===== src/rtl/hms_clock_core.sv =====
// rtl/hms_clock_core.sv - HMS clock timekeeping core: 1 Hz tick, button debounce, mode/position FSM, h:m:s counters.
// Optional alarm (alarm_min/alarm_hour registers, o_alarm) is built only when HMS_ALARM_EN is defined.
module hms_clock_core #(
   parameter int CLK_HZ   = 50_000_000,
   parameter int DEB_DIV  = 500_000,
   parameter int HOUR_MAX = 23
) (
   input  logic       clk,
   input  logic       rst_n,
   input  logic       i_sw_mode,
   input  logic       i_sw_pos,
   input  logic       i_sw_inc,
   output logic [5:0] o_sec,
   output logic [5:0] o_min,
   output logic [4:0] o_hour,
   output logic       o_mode,
`ifdef HMS_ALARM_EN
   output logic [2:0] o_position,
`else
   output logic [1:0] o_position,
`endif
   output logic       o_tick,
   output logic       o_alarm
);

`ifdef HMS_ALARM_EN
   localparam int PW = 3;
   localparam logic [PW-1:0] P_AMIN  = PW'(3);
   localparam logic [PW-1:0] P_AHOUR = PW'(4);
`else
   localparam int PW = 2;
`endif
   localparam logic [PW-1:0] P_SEC  = PW'(0);
   localparam logic [PW-1:0] P_MIN  = PW'(1);
   localparam logic [PW-1:0] P_HOUR = PW'(2);

   localparam int TW = (CLK_HZ > 1) ? $clog2(CLK_HZ) : 1;
   localparam int DW = (DEB_DIV > 1) ? $clog2(DEB_DIV) : 1;

   typedef enum logic {ST_CLOCK = 1'b0, ST_SETUP = 1'b1} state_t;

   state_t          state, state_nx;
   logic [PW-1:0]   pos_nx;
   logic            do_inc;
   logic [TW-1:0]   tick_cnt;
   logic            tick;
   logic [DW-1:0]   deb_cnt;
   logic            deb_strobe;
   logic [2:0]      sync1, sync2, samp, press;

   function automatic logic [5:0] inc60(input logic [5:0] v);
      return (v >= 6'd59) ? 6'd0 : v + 6'd1;
   endfunction

   // hour at or beyond HOUR_MAX wraps, so an out-of-range value recovers
   function automatic logic [4:0] inc_hour(input logic [4:0] v);
      return (int'(v) >= HOUR_MAX) ? 5'd0 : v + 5'd1;
   endfunction

   // Button path: {mode, pos, inc}, idle high; history resets to released
   assign deb_strobe = (deb_cnt == DW'(DEB_DIV - 1));

   always_ff @(posedge clk or negedge rst_n) begin
      if (!rst_n) begin
         sync1   <= 3'b111;
         sync2   <= 3'b111;
         samp    <= 3'b111;
         press   <= 3'b000;
         deb_cnt <= '0;
      end else begin
         sync1   <= {i_sw_mode, i_sw_pos, i_sw_inc};
         sync2   <= sync1;
         deb_cnt <= deb_strobe ? '0 : deb_cnt + DW'(1);
         if (deb_strobe) begin
            press <= samp & ~sync2;
            samp  <= sync2;
         end else begin
            press <= 3'b000;
         end
      end
   end

   assign tick = (state == ST_CLOCK) && (tick_cnt == TW'(CLK_HZ - 1));

   always_ff @(posedge clk or negedge rst_n) begin
      if (!rst_n) begin
         tick_cnt <= '0;
         o_tick   <= 1'b0;
      end else begin
         o_tick <= tick;
         if (state != ST_CLOCK || tick)
            tick_cnt <= '0;
         else
            tick_cnt <= tick_cnt + TW'(1);
      end
   end

   always_ff @(posedge clk or negedge rst_n) begin
      if (!rst_n) begin
         state      <= ST_CLOCK;
         o_position <= P_SEC;
      end else begin
         state      <= state_nx;
         o_position <= pos_nx;
      end
   end

   // mode beats pos and inc; pos beats inc
   always_comb begin
      state_nx = state;
      pos_nx   = o_position;
      do_inc   = 1'b0;
      case (state)
         ST_CLOCK: begin
            if (press[2]) begin
               state_nx = ST_SETUP;
               pos_nx   = P_SEC;
            end
         end
         ST_SETUP: begin
            if (press[2]) begin
               state_nx = ST_CLOCK;
            end else if (press[1]) begin
               case (o_position)
                  P_SEC:   pos_nx = P_MIN;
                  P_MIN:   pos_nx = P_HOUR;
`ifdef HMS_ALARM_EN
                  P_HOUR:  pos_nx = P_AMIN;
                  P_AMIN:  pos_nx = P_AHOUR;
`endif
                  default: pos_nx = P_SEC;
               endcase
            end else if (press[0]) begin
               do_inc = 1'b1;
            end
         end
         default: state_nx = ST_CLOCK;
      endcase
   end

   assign o_mode = state;

   always_ff @(posedge clk or negedge rst_n) begin
      if (!rst_n) begin
         o_sec  <= 6'd0;
         o_min  <= 6'd0;
         o_hour <= 5'd0;
      end else if (tick) begin
         o_sec <= inc60(o_sec);
         if (o_sec >= 6'd59) begin
            o_min <= inc60(o_min);
            if (o_min >= 6'd59)
               o_hour <= inc_hour(o_hour);
         end
      end else if (do_inc) begin
         case (o_position)
            P_SEC:   o_sec  <= inc60(o_sec);
            P_MIN:   o_min  <= inc60(o_min);
            P_HOUR:  o_hour <= inc_hour(o_hour);
            default: ;
         endcase
      end
   end

`ifdef HMS_ALARM_EN
   logic [5:0] alarm_min, alarm_cnt;
   logic [4:0] alarm_hour;
   logic       alarm_match;

   assign alarm_match = (o_hour == alarm_hour) && (o_min == alarm_min) && (o_sec == 6'd0);

   // o_tick marks the cycle the fields have just advanced; 60 of them bound the alarm
   always_ff @(posedge clk or negedge rst_n) begin
      if (!rst_n) begin
         alarm_min  <= 6'd0;
         alarm_hour <= 5'd0;
         alarm_cnt  <= 6'd0;
         o_alarm    <= 1'b0;
      end else begin
         if (do_inc && o_position == P_AMIN)
            alarm_min <= inc60(alarm_min);
         if (do_inc && o_position == P_AHOUR)
            alarm_hour <= inc_hour(alarm_hour);
         if (|press) begin
            o_alarm   <= 1'b0;
            alarm_cnt <= 6'd0;
         end else if (o_tick && state == ST_CLOCK) begin
            if (alarm_match) begin
               o_alarm   <= 1'b1;
               alarm_cnt <= 6'd0;
            end else if (o_alarm) begin
               if (alarm_cnt == 6'd59)
                  o_alarm <= 1'b0;
               else
                  alarm_cnt <= alarm_cnt + 6'd1;
            end
         end
      end
   end
`else
   assign o_alarm = 1'b0;
`endif

endmodule


===== config.mk =====
export PLATFORM = sky130hd
export DESIGN_NAME = hms_clock_core
export DESIGN_NICKNAME = d
export VERILOG_FILES = /design/src/rtl/hms_clock_core.sv
export SDC_FILE = /design/constraint.sdc
export NUM_CORES = 1
export LEC_CHECK = 0
export CORE_ASPECT_RATIO = 0.8
export CORE_MARGIN = 2
export CORE_UTILIZATION = 50
export DETAILED_ROUTE_END_ITERATION = 10
export PLACE_DENSITY_LB_ADDON = 0.1
export SLEW_MARGIN = 0
export SYNTH_ARGS = -nofsm -noshare
export SYNTH_HDL_FRONTEND = slang
export SYNTH_SLANG_ARGS = --single-unit

===== constraint.sdc =====
create_clock -name clk -period 2.3 [get_ports clk]
set_input_delay 0.46 -clock clk [delete_from_list [all_inputs] [get_ports clk]]
set_output_delay 0.46 -clock clk [all_outputs]
set_load 0.005 [all_outputs]

; Word level (Yosys, flattened, before mapping)
; Index checks and enable logic that the tools add are counted.
[totals]
regBits = 78
in_bits = 5
out_inout_bits = 22
wordCells = 73
[classes]
n_addsub = 5
magnitude_cmp = 3
eq_ne = 9
mux = 30
bitwise_logic = 3
n_reduce_logical = 11
[ops]
columns = operator, n
row1 = 2-to-1 mux 6 bit, 9
row2 = 2-to-1 mux 5 bit, 6
row3 = "adder 26 x 1 -> 26 bit, second input constant", 1
row4 = "== test 26 bit, second input constant", 1
row5 = 2-to-1 mux 26 bit, 1
row6 = "adder 19 x 1 -> 19 bit, second input constant", 1
row7 = "== test 19 bit, second input constant", 1
row8 = 2-to-1 mux 19 bit, 1
row9 = "adder 6 x 1 -> 6 bit, second input constant", 2
row10 = ">= comparator 6 bit, second input constant", 2
row11 = case mux 2 bit (2 select lines), 2
row12 = nonzero test 2 bit, 4
row13 = 2-to-1 mux 1 bit, 6
row14 = 2-to-1 mux 2 bit, 3
row15 = "!= test 2 x 1 -> 1 bit, second input constant", 3
row16 = AND reduction 3 bit, 2
row17 = "adder 5 x 1 -> 5 bit, second input constant", 1
row18 = ">= comparator 5 bit, second input constant", 1
row19 = "!= test 2 bit, second input constant", 2
row20 = AND reduction 4 bit, 1
row21 = AND 3 bit, 1
row22 = 2-to-1 mux 3 bit, 1
row23 = NOT 3 bit, 1
row24 = "== test 2 x 1 -> 1 bit, second input constant", 1
row25 = 7 further kinds, 7

; Depth between registers and ports, before layout
; Gate-level depths: netlist of the first run.
[depth]
depth_word = 6
ltp_mapped = 7
ltp_nobuf = 7

; Least setup slack after synthesis of the first run
; Ideal clock, no wire load.
[synth_path]
path_type = reg-to-reg
from = register tick_cnt[0]
to = register o_hour[0]
setup_ns = 0.125
t_arrival_ns = 1.791
required_ns = 2.175
slack_ns = 0.384
stages_incl_launch_ff = 7
path_buffers = 0
synth_period_minus_slack_ns = 1.916
path_cell_list = dfrtp_1 > ha_1 > nand2_1 > nor4_4 > nand3_1 > nand2_1 > mux2_2
[synth_via]
elab_chain_cells = 4
word_cells_on_any_way = 8
[synth_rtl]
columns = item, line_no
row1 = "start, declared", 45  ; logic [TW-1:0] tick_cnt;
row2 = "start signal, assigned", 94  ; tick_cnt <= tick_cnt + TW'(1);
row3 = == test 26 bit *, 83  ; assign tick = (state == ST_CLOCK) && (tick_cnt == TW'(CLK_HZ - 1));
row4 = logical AND 1 bit *, 83
row5 = != test 2 x 1 -> 1 bit (no line) or nonzero test 2 bit (tied branches), --
row6 = AND reduction 4 bit (no line), --
row7 = "end signal, assigned", 153  ; o_hour <= inc_hour(o_hour);
row8 = "end signal, assigned", 159  ; P_HOUR: o_hour <= inc_hour(o_hour);
row9 = "end, declared", 15  ; output logic [4:0] o_hour,
; Mark *: on every way between the ends. The rest lies on a longest branch, timed or not.
; A chain may end at the register's enable or synchronous reset.

; Worst setup path after layout of the first run
[layout_path]
from = register tick_cnt[0]
to = register o_hour[1]
; The elaborated chain is that of the path after synthesis.

==> impl_metrics.ini, run 1 <==
[run_status]
outcome = completed

[cts]
cts_max_path_buffers = 2
clock_sinks = 78
clk_latency_ps = 350
cts-resized-gates = 0
ctsRootBufferMaster = clkbuf_8
cts.hold.buffers_added = 0
cts_made_buffers = 9
postCtsSetupRepairBufs = 0
tritoncts = built
htree_levels = 3
clk_pin_slew_ps = 80

[synthesis]
yosys_warnings = 0
synth-async-reset-ratio = 1.00
synthDominantCellAreaShare = 0.466
synth_cell_type_count = 50
synth_area_mm2 = 0.00370
synth_edf_count = 0
synthSimpleGateAreaFrac = 0.234
synth_area_leader_cell = dfrtp_1
ys.flop_type = dfrtp_1
synth_area_leaders = dfrtp_1 47%, xor2_1 6.6%, dfstp_2 6.4%
synth_mux_area_frac = 0.0152
synthAdderAreaFrac = 0.0196
synth_top_family_by_area = simple AND/OR/NAND/NOR gates
yosysSeqAreaShare = 0.530
ys_ff_latch = 78
synth_compound_area_frac = 0.0851
synth-xor-area-share = 0.0946
syn_inst = 353
syn-mean-instance-area_um2 = 10.5
synth_fp_nets = 363

[grt]
grt_pass1_wl_mm = 11.0
use_met3 = 0.0491
gr-usage-all-layers = 0.173
met2_usage = 0.274
grt.overflow.total = 0
use_met1 = 0.233
grt_antenna_before_repair = 0
grt.busiest_layer = met2
grt_pass1_vias = 2468
grt_max_degree = 47

[sta]
period_share = 0.926
max_clock_freq_mhz = 470
fin_tns_setup_ps = 0
worst_hold_slack_ps = 31.7
setup_violations = 0
finClkSkew_ps = 11.5
slew_headroom = 0.647
hold_viol = 0
rsz0062_at_grt = false
post-route-min-period_ps = 2130
drv_slew = 0
worst_pin_slew_ps = 525

[floorplanning]
io_pins = 27
die_y_um = 81.0
die_w_um = 100
rows = 28
die_area_mm2 = 0.00812
start_util = 0.508
core_area_mm2 = 0.00729

[route]
drc = 0
num_vias = 2652
first_pass_iters = 4
routed_via_density = 5.45
wire_per_inst_um = 13.2
wirelength_mm = 6.42
dr.first_iter.drc_count = 145
drtAntennaViolNets = 0

[pwr]
internal_power_mw = 1.82
clock_power_share = 0.398
leakagePower_nw = 1.88
combPwrFrac = 0.015
power.switching_uw = 540
switching_share = 0.229
pwr-share-seq = 0.587
power_density_mw_per_mm2 = 547
peakVddDrop_mv = 0.429

[final_layout]
final_common_cell = dfrtp_1
final_core_util = 0.591
drive_gt1_frac = 0.118
nNetsFinal = 402
area_delta_synth_final_pct = 16.2
diodes = 0
final_area_mm2 = 0.00431
mostFrequentLayoutCells = 69 x dfrtp_1, 48 x nor2_1, 38 x nand3_1
final_cells = 487

[critical_path]
cp-startpoint = tick_cnt[0]$_DFF_PN0_
crit_path_end = o_hour[1]$_DFFE_PN0P_
r2r_cells = 6
rrSetupSlack_ps = 170
worstPathArrival_ps = 2370
regToRegStartpoint = tick_cnt[0]$_DFF_PN0_
crit_fanout = 5
endpoint_kind = flip-flop
start_kind = flip-flop
critPathRequiredTime_ps = 2540
worstReg2RegEnd = o_hour[1]$_DFFE_PN0P_
crit_type = reg -> reg

[placement]
dp_hpwl_mm = 4.49
io_buffers = 25
placed_cells = 471
place_congestion = 0.810
place_area_mm2 = 0.00412

[flow_run]
max_cap_violations = 0

[min_path]
hp-class = in -> async
[sequential cells by signal (all words and copies together), names as in the netlist, 2 cells and up]
signal,flops
press,3
o_min,6
samp,3
sync1,3
tick_cnt,26
o_hour,5
o_position,2
o_sec,6
sync2,3
deb_cnt,19
[worst min path at each step]
stage | end | slack [ps] | startpoint
finish | tick_cnt[14]$_DFF_PN0_ | 30 | rst_n
global route | tick_cnt[14]$_DFF_PN0_ | 60 | rst_n
CTS | tick_cnt[14]$_DFF_PN0_ | 40 | rst_n
detailed placement | sync2[2]$_DFF_PN1_ | 350 | sync1[2]$_DFF_PN1_
global placement | sync2[2]$_DFF_PN1_ | 350 | sync1[2]$_DFF_PN1_
floorplan | deb_cnt[0]$_DFF_PN0_ | 160 | rst_n
[through the flow]
step | setup WS [ps] | power [mW]
floorplan | 384 | 1.41
global placement | 268 | 1.45
detailed placement | 183 | 1.45
CTS | 177 | 2.39
global route | 7.46 | 2.44
finish | 170 | 2.36
[worst max-delay path: stages, from the launching register on]
cell,delay [ps]
dfrtp_1,410
ha_1,250
nand2_1,140
nor4_4,380
nand3_1,240
nand2_1,240
mux2_2,360
[layer usage]
layer,vias up,routed length (um)
met5,-,0
met4,0,41
met3,3,171
met2,34,2800
met1,1279,3410
li1,1336,-
[logic make-up after synthesis]
group	count (synthesis)
xor+xnor	40
fa+ha+maj	6
buf+inv	18
other cells	1
mux	5
flops	78
simple gates	160
compound gates	45
[final cells by class]
cell class | instances | area (um^2)
Clock inverter | 6 | 46.3
Tap cell | 90 | 113
Timing Repair Buffer | 34 | 328
Clock buffer | 10 | 138
Inverter | 12 | 45.0
Multi-Input combinational cell | 257 | 1670
Fill cell | 641 | 2980
Sequential cell | 78 | 1960
[Yosys cell counts (9+ instances only)]
| cell | instances |
|---|---|
| inv_1 | 12 |
| xor2_1 | 28 |
| dfstp_2 | 9 |
| nand2_1 | 19 |
| and3_1 | 9 |
| nand3_1 | 38 |
| nor2_1 | 48 |
| dfrtp_1 | 69 |
| xnor2_1 | 12 |
| nand4_1 | 13 |
| o21ai_0 | 13 |
[power by group through the flow]
stage / registers (mW) / logic (mW) / clock network (mW)
after floorplan: 1.41 / 0.00214 / 0
final: 1.38 / 0.0360 / 0.938
after CTS: 1.38 / 0.0393 / 0.973
after global placement: 1.41 / 0.0389 / 0
after detailed placement: 1.41 / 0.0393 / 0
after global routing: 1.38 / 0.0429 / 1.02
No activity file was read; power rests on OpenSTA's default activity.
==> run 2: changes to the inputs <==
--- a/config.mk
+++ b/config.mk
@@ -5,6 +5,7 @@
 export SDC_FILE = /design/constraint.sdc
 export NUM_CORES = 1
 export LEC_CHECK = 0
+export CAP_MARGIN = 10
 export CORE_ASPECT_RATIO = 0.8
 export CORE_MARGIN = 2
 export CORE_UTILIZATION = 50
==> results of run 2 <==
The final DEF is identical to that of run 1; final timing and power are the same.
